===== src/rtl/native_mem_pkg.sv =====
// Shared encodings and helpers for the native memory master and future responders.
// Pure definitions: no state, no timing.
package native_mem_pkg;

  localparam logic [1:0] SIZE_B = 2'd0;
  localparam logic [1:0] SIZE_H = 2'd1;
  localparam logic [1:0] SIZE_W = 2'd2;

  typedef enum logic [1:0] {
    ST_IDLE = 2'd0,
    ST_BUS  = 2'd1,
    ST_RESP = 2'd2
  } state_t;

  // Size 3 is never aligned, so it falls out of this check as an error.
  function automatic logic is_aligned(input logic [1:0] size, input logic [1:0] off);
    case (size)
      SIZE_B:  is_aligned = 1'b1;
      SIZE_H:  is_aligned = ~off[0];
      SIZE_W:  is_aligned = (off == 2'd0);
      default: is_aligned = 1'b0;
    endcase
  endfunction

  function automatic logic [3:0] gen_wstrb(input logic [1:0] size, input logic [1:0] off);
    case (size)
      SIZE_B:  gen_wstrb = 4'b0001 << off;
      SIZE_H:  gen_wstrb = 4'b0011 << off;
      SIZE_W:  gen_wstrb = 4'b1111;
      default: gen_wstrb = 4'b0000;
    endcase
  endfunction

endpackage


===== src/rtl/native_mem_lanes.sv =====
// Byte-lane steering: replicate write data across lanes, extract and extend read data.
// Purely combinational; no handshake.
module native_mem_lanes
  import native_mem_pkg::*;
(
  input  logic [1:0]  wr_size,
  input  logic [31:0] wr_data,
  input  logic [1:0]  rd_size,
  input  logic [1:0]  rd_off,
  input  logic        rd_signed,
  input  logic [31:0] rd_data,
  output logic [31:0] wr_rep,
  output logic [31:0] rd_ext
);

  logic [31:0] rd_shift;
  logic [7:0]  rd_byte;
  logic [15:0] rd_half;

  always_comb begin
    rd_shift = rd_data >> {rd_off, 3'b000};
    rd_byte  = rd_shift[7:0];
    rd_half  = rd_off[1] ? rd_data[31:16] : rd_data[15:0];

    case (wr_size)
      SIZE_B:  wr_rep = {4{wr_data[7:0]}};
      SIZE_H:  wr_rep = {2{wr_data[15:0]}};
      default: wr_rep = wr_data;
    endcase

    case (rd_size)
      SIZE_B:  rd_ext = {{24{rd_signed & rd_byte[7]}}, rd_byte};
      SIZE_H:  rd_ext = {{16{rd_signed & rd_half[15]}}, rd_half};
      default: rd_ext = rd_data;
    endcase
  end

endmodule


===== src/rtl/native_mem_master.sv =====
// One-command-at-a-time initiator on the picorv32 native bus: cmd -> bus cycle -> rsp.
// Latency 2 cycles with a ready responder; cmd_ready low until the response is taken.
module native_mem_master
  import native_mem_pkg::*;
#(
  parameter int unsigned TIMEOUT_CYCLES = 1024,
  parameter int unsigned CNT_WIDTH      = 16
) (
  input  logic        clk,
  input  logic        resetn,
  input  logic        cmd_valid,
  output logic        cmd_ready,
  input  logic        cmd_write,
  input  logic        cmd_instr,
  input  logic [1:0]  cmd_size,
  input  logic        cmd_signed,
  input  logic [31:0] cmd_addr,
  input  logic [31:0] cmd_wdata,
  output logic        rsp_valid,
  input  logic        rsp_ready,
  output logic [31:0] rsp_rdata,
  output logic        rsp_error,
  output logic        mem_valid,
  output logic        mem_instr,
  input  logic        mem_ready,
  output logic [31:0] mem_addr,
  output logic [31:0] mem_wdata,
  output logic [3:0]  mem_wstrb,
  input  logic [31:0] mem_rdata
);

  localparam logic [CNT_WIDTH-1:0] CNT_LAST = CNT_WIDTH'(TIMEOUT_CYCLES - 1);

  state_t               state;
  logic [CNT_WIDTH-1:0] cnt;
  logic [1:0]           req_size;
  logic [1:0]           req_off;
  logic                 req_signed;
  logic                 req_write;
  logic [31:0]          wdata_rep;
  logic [31:0]          rdata_ext;
  logic                 timeout_hit;

  assign cmd_ready   = resetn && (state == ST_IDLE);
  assign timeout_hit = (TIMEOUT_CYCLES != 0) && (cnt == CNT_LAST);

  // Write side steers the incoming command; read side uses the latched request.
  native_mem_lanes u_lanes (
    .wr_size   (cmd_size),
    .wr_data   (cmd_wdata),
    .rd_size   (req_size),
    .rd_off    (req_off),
    .rd_signed (req_signed),
    .rd_data   (mem_rdata),
    .wr_rep    (wdata_rep),
    .rd_ext    (rdata_ext)
  );

  always_ff @(posedge clk) begin
    if (!resetn) begin
      state     <= ST_IDLE;
      cnt       <= '0;
      mem_valid <= 1'b0;
      mem_instr <= 1'b0;
      mem_addr  <= '0;
      mem_wdata <= '0;
      mem_wstrb <= '0;
      rsp_valid <= 1'b0;
      rsp_rdata <= '0;
      rsp_error <= 1'b0;
    end else begin
      case (state)
        ST_IDLE: begin
          if (cmd_valid) begin
            req_size   <= cmd_size;
            req_off    <= cmd_addr[1:0];
            req_signed <= cmd_signed;
            req_write  <= cmd_write;
            if (!is_aligned(cmd_size, cmd_addr[1:0])) begin
              rsp_valid <= 1'b1;
              rsp_error <= 1'b1;
              rsp_rdata <= '0;
              state     <= ST_RESP;
            end else begin
              mem_valid <= 1'b1;
              mem_instr <= cmd_instr;
              mem_addr  <= {cmd_addr[31:2], 2'b00};
              mem_wdata <= wdata_rep;
              mem_wstrb <= cmd_write ? gen_wstrb(cmd_size, cmd_addr[1:0]) : 4'b0000;
              cnt       <= '0;
              state     <= ST_BUS;
            end
          end
        end
        ST_BUS: begin
          // A ready on the final count edge completes normally rather than timing out.
          if (mem_ready) begin
            mem_valid <= 1'b0;
            mem_wstrb <= 4'b0000;
            mem_instr <= 1'b0;
            rsp_rdata <= req_write ? 32'h0 : rdata_ext;
            rsp_error <= 1'b0;
            rsp_valid <= 1'b1;
            state     <= ST_RESP;
          end else if (timeout_hit) begin
            mem_valid <= 1'b0;
            mem_wstrb <= 4'b0000;
            mem_instr <= 1'b0;
            rsp_rdata <= '0;
            rsp_error <= 1'b1;
            rsp_valid <= 1'b1;
            state     <= ST_RESP;
          end else begin
            cnt <= cnt + 1'b1;
          end
        end
        ST_RESP: begin
          if (rsp_ready) begin
            rsp_valid <= 1'b0;
            state     <= ST_IDLE;
          end
        end
        default: state <= ST_IDLE;
      endcase
    end
  end

endmodule


===== config.mk =====
export PLATFORM = sky130hd
export DESIGN_NAME = native_mem_master
export DESIGN_NICKNAME = d
export VERILOG_FILES = /design/src/rtl/native_mem_pkg.sv /design/src/rtl/native_mem_lanes.sv /design/src/rtl/native_mem_master.sv
export SDC_FILE = /design/constraint.sdc
export NUM_CORES = 1
export LEC_CHECK = 0
export CAP_MARGIN = 20
export CELL_PAD_IN_SITES_DETAIL_PLACEMENT = 1
export CELL_PAD_IN_SITES_GLOBAL_PLACEMENT = 1
export CORE_MARGIN = 2
export CORE_UTILIZATION = 30
export CTS_CLUSTER_DIAMETER = 40
export DETAILED_ROUTE_END_ITERATION = 16
export HOLD_SLACK_MARGIN = 0.12
export PLACE_DENSITY_LB_ADDON = 0.12
export RECOVER_POWER = 25
export SLEW_MARGIN = 40
export SYNTH_ARGS = -nofsm -noshare
export SYNTH_HDL_FRONTEND = slang
export SYNTH_SLANG_ARGS = --single-unit

===== constraint.sdc =====
create_clock -name clk -period 2.3 [get_ports clk]
set_clock_uncertainty 0.1 [all_clocks]
set_input_delay 0.46 -clock clk [delete_from_list [all_inputs] [get_ports clk]]
set_output_delay 0.46 -clock clk [all_outputs]
set_load 0.005 [all_outputs]

==> results.yml <==
floorplan:
  ioPinCount: 211
  num_rows: 52
  core_area_mm2: 0.0200
  fp.dieW_um: 146
  design.die.area_mm2: 0.0214
  start_util_pct: 30.3
  die_h_um: 146
detailed_routing:
  dr.first_iter.drc_count: 147
  ant_nets: 0
  dr_total_vias: 6063
  wl_um: 21300
  drt-vias-per-instance: 5.02
  wire_per_inst_um: 17.6
  drc: 0
  dr.pass1.iters: 4
timing:
  finalSetupViolCount: 0
  relSlewSlack_pct: 52.6
  fin_crit_sh_pct: 96.5
  final.setup.worst_slack_ps: 79.9
  rsz0062_at_grt: "no"
  fmax_mhz: 450
  min_period_ps: 2220
  worst_slew_pin_slew_ps: 711
  slew_violations: 0
  hold_violations: 0
synth:
  synth_edf_count: 6
  synth.cell_area_mm2: 0.00606
  syn_avg_cell_area_um2: 8.62
  ys_seq_area_share_pct: 42.6
  postSynthCellCount: 703
  synth_warnings: 0
  ys_types: 61
  synthArstFlopShare_pct: 0
  synth_ff_type: "dfxtp_1"
  ys_ff_latch: 126
critical_path:
  rr_endpoint: "rsp_rdata[10]"
  crit_chain: "nor3b_2 > clkdlybuf4s50_1"
  r2r-start: "cnt[6]"
  crit_required_ps: 1740
  critPathSlowestCell: "clkdlybuf4s50_1"
  startpoint: "state[0]"
  reg2regPathDepth: 5
  worstPathArrival_ps: 1660
  max_stage_delay_ps: 590
  worstSetupStartpointType: "register"
  crit_type: "register to output port"
  end_kind: "output port"
  crit_path_max_fanout: 10
  ff2ff_setup_slack_ps: 310
clock_tree:
  cts_sinks: 126
  h-tree-depth: 4
  cts_tree: "yes"
  cts_made_buffers: 17
  cts.clk_slew.worst_paths_ps: 60
  clk_latency_ps: 420
  clk_path_buf_depth: 2
  cts_hold_buf: 0
  root_buffer: "clkbuf_16"
global_routing:
  grt_pass1_wl_um: 34300
  grt_usage_pct: 20.1
  antenna_found_initial: 2
  grt_max_degree: 106
  overflow: 0
  grt_pass1_vias: 6337
layout:
  drive_above_1_share_pct: 11.2
  fin_nets: 1029
  layout.cells.non_filler: 1207
  synthToLayoutAreaGrowth_pct: 53.3
placement:
  io_buffers: 208
  routabilityCongestion: 0.805
  dp.cells: 1171
  place_ws_ps: -260
  dp_hpwl_um: 15800
power_and_ir_drop:
  leakage_nw: 3.57
  vdd_drop_max_mv: 0.476
  p_per_area_mw_per_mm2: 661
worst_hold_path:
  min_path_cells: 2
  min_to: "mem_wdata[0]"
  hp-start: "mem_wdata[0]"
  hold_class: "register to register"
status:
  status: "finished clean"
job:
  drv_cap: 0
report_power, final:
group | internal [W] | switching [W] | leakage, nW
Clock | 0.00171 | 0.00109 | 0.293
Combinational | 0.000534 | 0.000454 | 2.24
Sequential | 0.00230 | 0.0000614 | 1.03
flip-flops by register name (all words and copies together), names as in the netlist, 2 cells and up:
name,cells
state,2
rsp_rdata,32
mem_addr,30
mem_wdata,32
cnt,16
mem_wstrb,4
req_size,2
req_off,2
cells by family (layout without fill, tap and decap cells):
| group | after synthesis | count (layout) | share of synthesized area [%] |
|---|---|---|---|
| and+or+nand+nor | 282 | 282 | 22.6 |
| muxes | 41 | 41 | 7.00 |
| DFF | 126 | 126 | 42.6 |
| buffers and inverters | 68 | 299 | 5.14 |
| other | 1 | 4 | 0.0618 |
| AOI/OAI and AO/OA | 184 | 184 | 22.4 |
| adders and majority gates | 1 | 1 | 0.206 |
cells in the final DEF, fill, tap and decap left out, types with 9 or more instances in the layout:
cell type          n
or3_1             10
clkdlybuf4s50_1  160
dlygate4sd3_1     47
dfxtp_1          120
o211a_1           17
buf_4             44
nand3b_1          12
nor2b_1            9
a21oi_1           20
nor2_1            21
mux2i_1           39
nand3_1           31
clkbuf_16         18
o32ai_1           16
a21boi_0          47
o22ai_1           19
nand2_1          164
nor3_1            10
o21ai_0           26
worst max-delay path: cells and delay by family (launching register included):
kind / cells / cell delay (ps)
and+or+nand+nor: 1 / 240
DFF: 1 / 400
buffers and inverters: 1 / 590
how the worst max path moves through the flow:
stage | to | slack [ps] | depth (start not counted)
after floorplan | rsp_rdata[2] | 360 | 6
after global placement | mem_wdata[3] | -170 | 6
after detailed placement | mem_wdata[25] | -260 | 6
after CTS | cmd_ready | 30 | 2
after global routing | cnt[10] | 10 | 6
final | cmd_ready | 80 | 2
cell type report:
| cell class | count | area, um^2 |
|---|---|---|
| flip-flops and latches | 126 | 2580 |
| repair buffers | 260 | 2530 |
| well taps | 270 | 338 |
| inverters | 7 | 26.3 |
| fillers | 2378 | 10700 |
| multi-input cells | 510 | 3190 |
| diodes | 2 | 5.00 |
| clock inverters | 13 | 150 |
| clock buffers | 19 | 464 |
per-layer routing:
metal	up-vias	part of all wire (%)	GRT usage (%)
met4	0	1.3	5.73
met5	-	0	0
met1	2941	42	23.1
met3	19	7.0	7.47
li1	2949	-	-
met2	154	50	35.0
synthesized netlist by cell type (all sizes together), types with 2 or more instances:
| library cell | instances | area (um^2) |
|---|---|---|
| a21oi | 20 | 100 |
| nor4 | 2 | 33.8 |
| mux2i | 39 | 390 |
| buf | 27 | 158 |
| nor3 | 11 | 60.1 |
| o32ai | 16 | 140 |
| nand3b | 12 | 90.1 |
| nor3b | 5 | 58.8 |
| a2111oi | 3 | 40.0 |
| and2 | 3 | 18.8 |
| or3b | 2 | 17.5 |
| o211ai | 8 | 65.1 |
| edfxtp | 6 | 180 |
| o22ai | 19 | 119 |
| o21a | 2 | 15.0 |
| o211a | 18 | 180 |
| nand4 | 4 | 55.1 |
| nor2 | 21 | 78.8 |
| clkbuf | 34 | 128 |
| a31oi | 2 | 12.5 |
| a211oi | 9 | 85.1 |
| dfxtp | 120 | 2400 |
| inv | 7 | 26.3 |
| and4 | 3 | 26.3 |
| or3 | 10 | 62.6 |
| nand3 | 31 | 155 |
| nor2b | 9 | 56.3 |
| a21boi | 47 | 353 |
| nand2 | 164 | 616 |
| o21ai | 32 | 160 |
what timing repair did:
| item | 4_1_cts | 5_1_grt |
|---|---|---|
| pin swaps | 0 | 2 |
| endpoints found under the setup margin | 1 | 2 |
| resized for setup | 1 | 0 |
| buffers inserted | 0 | 2 |
per-stage QoR:
step | power [W] | TNS, ps | utilization [%] | hold WS (ps) | instance area, um^2
6_report | 0.00614 | 0 | 46.4 | 362 | 9290
3_3_place_gp | 0.00338 | -5860 | 43.2 | 338 | 8650
3_5_place_dp | 0.00341 | -10750 | 43.2 | 358 | 8660
2_1_floorplan | 0.00282 | 0 | - | 345 | 6070
4_1_cts | 0.00623 | 0 | 46.3 | 366 | 9280
5_1_grt | 0.00642 | 0 | 46.4 | 391 | 9290
Power figures use the tool's default switching activity.
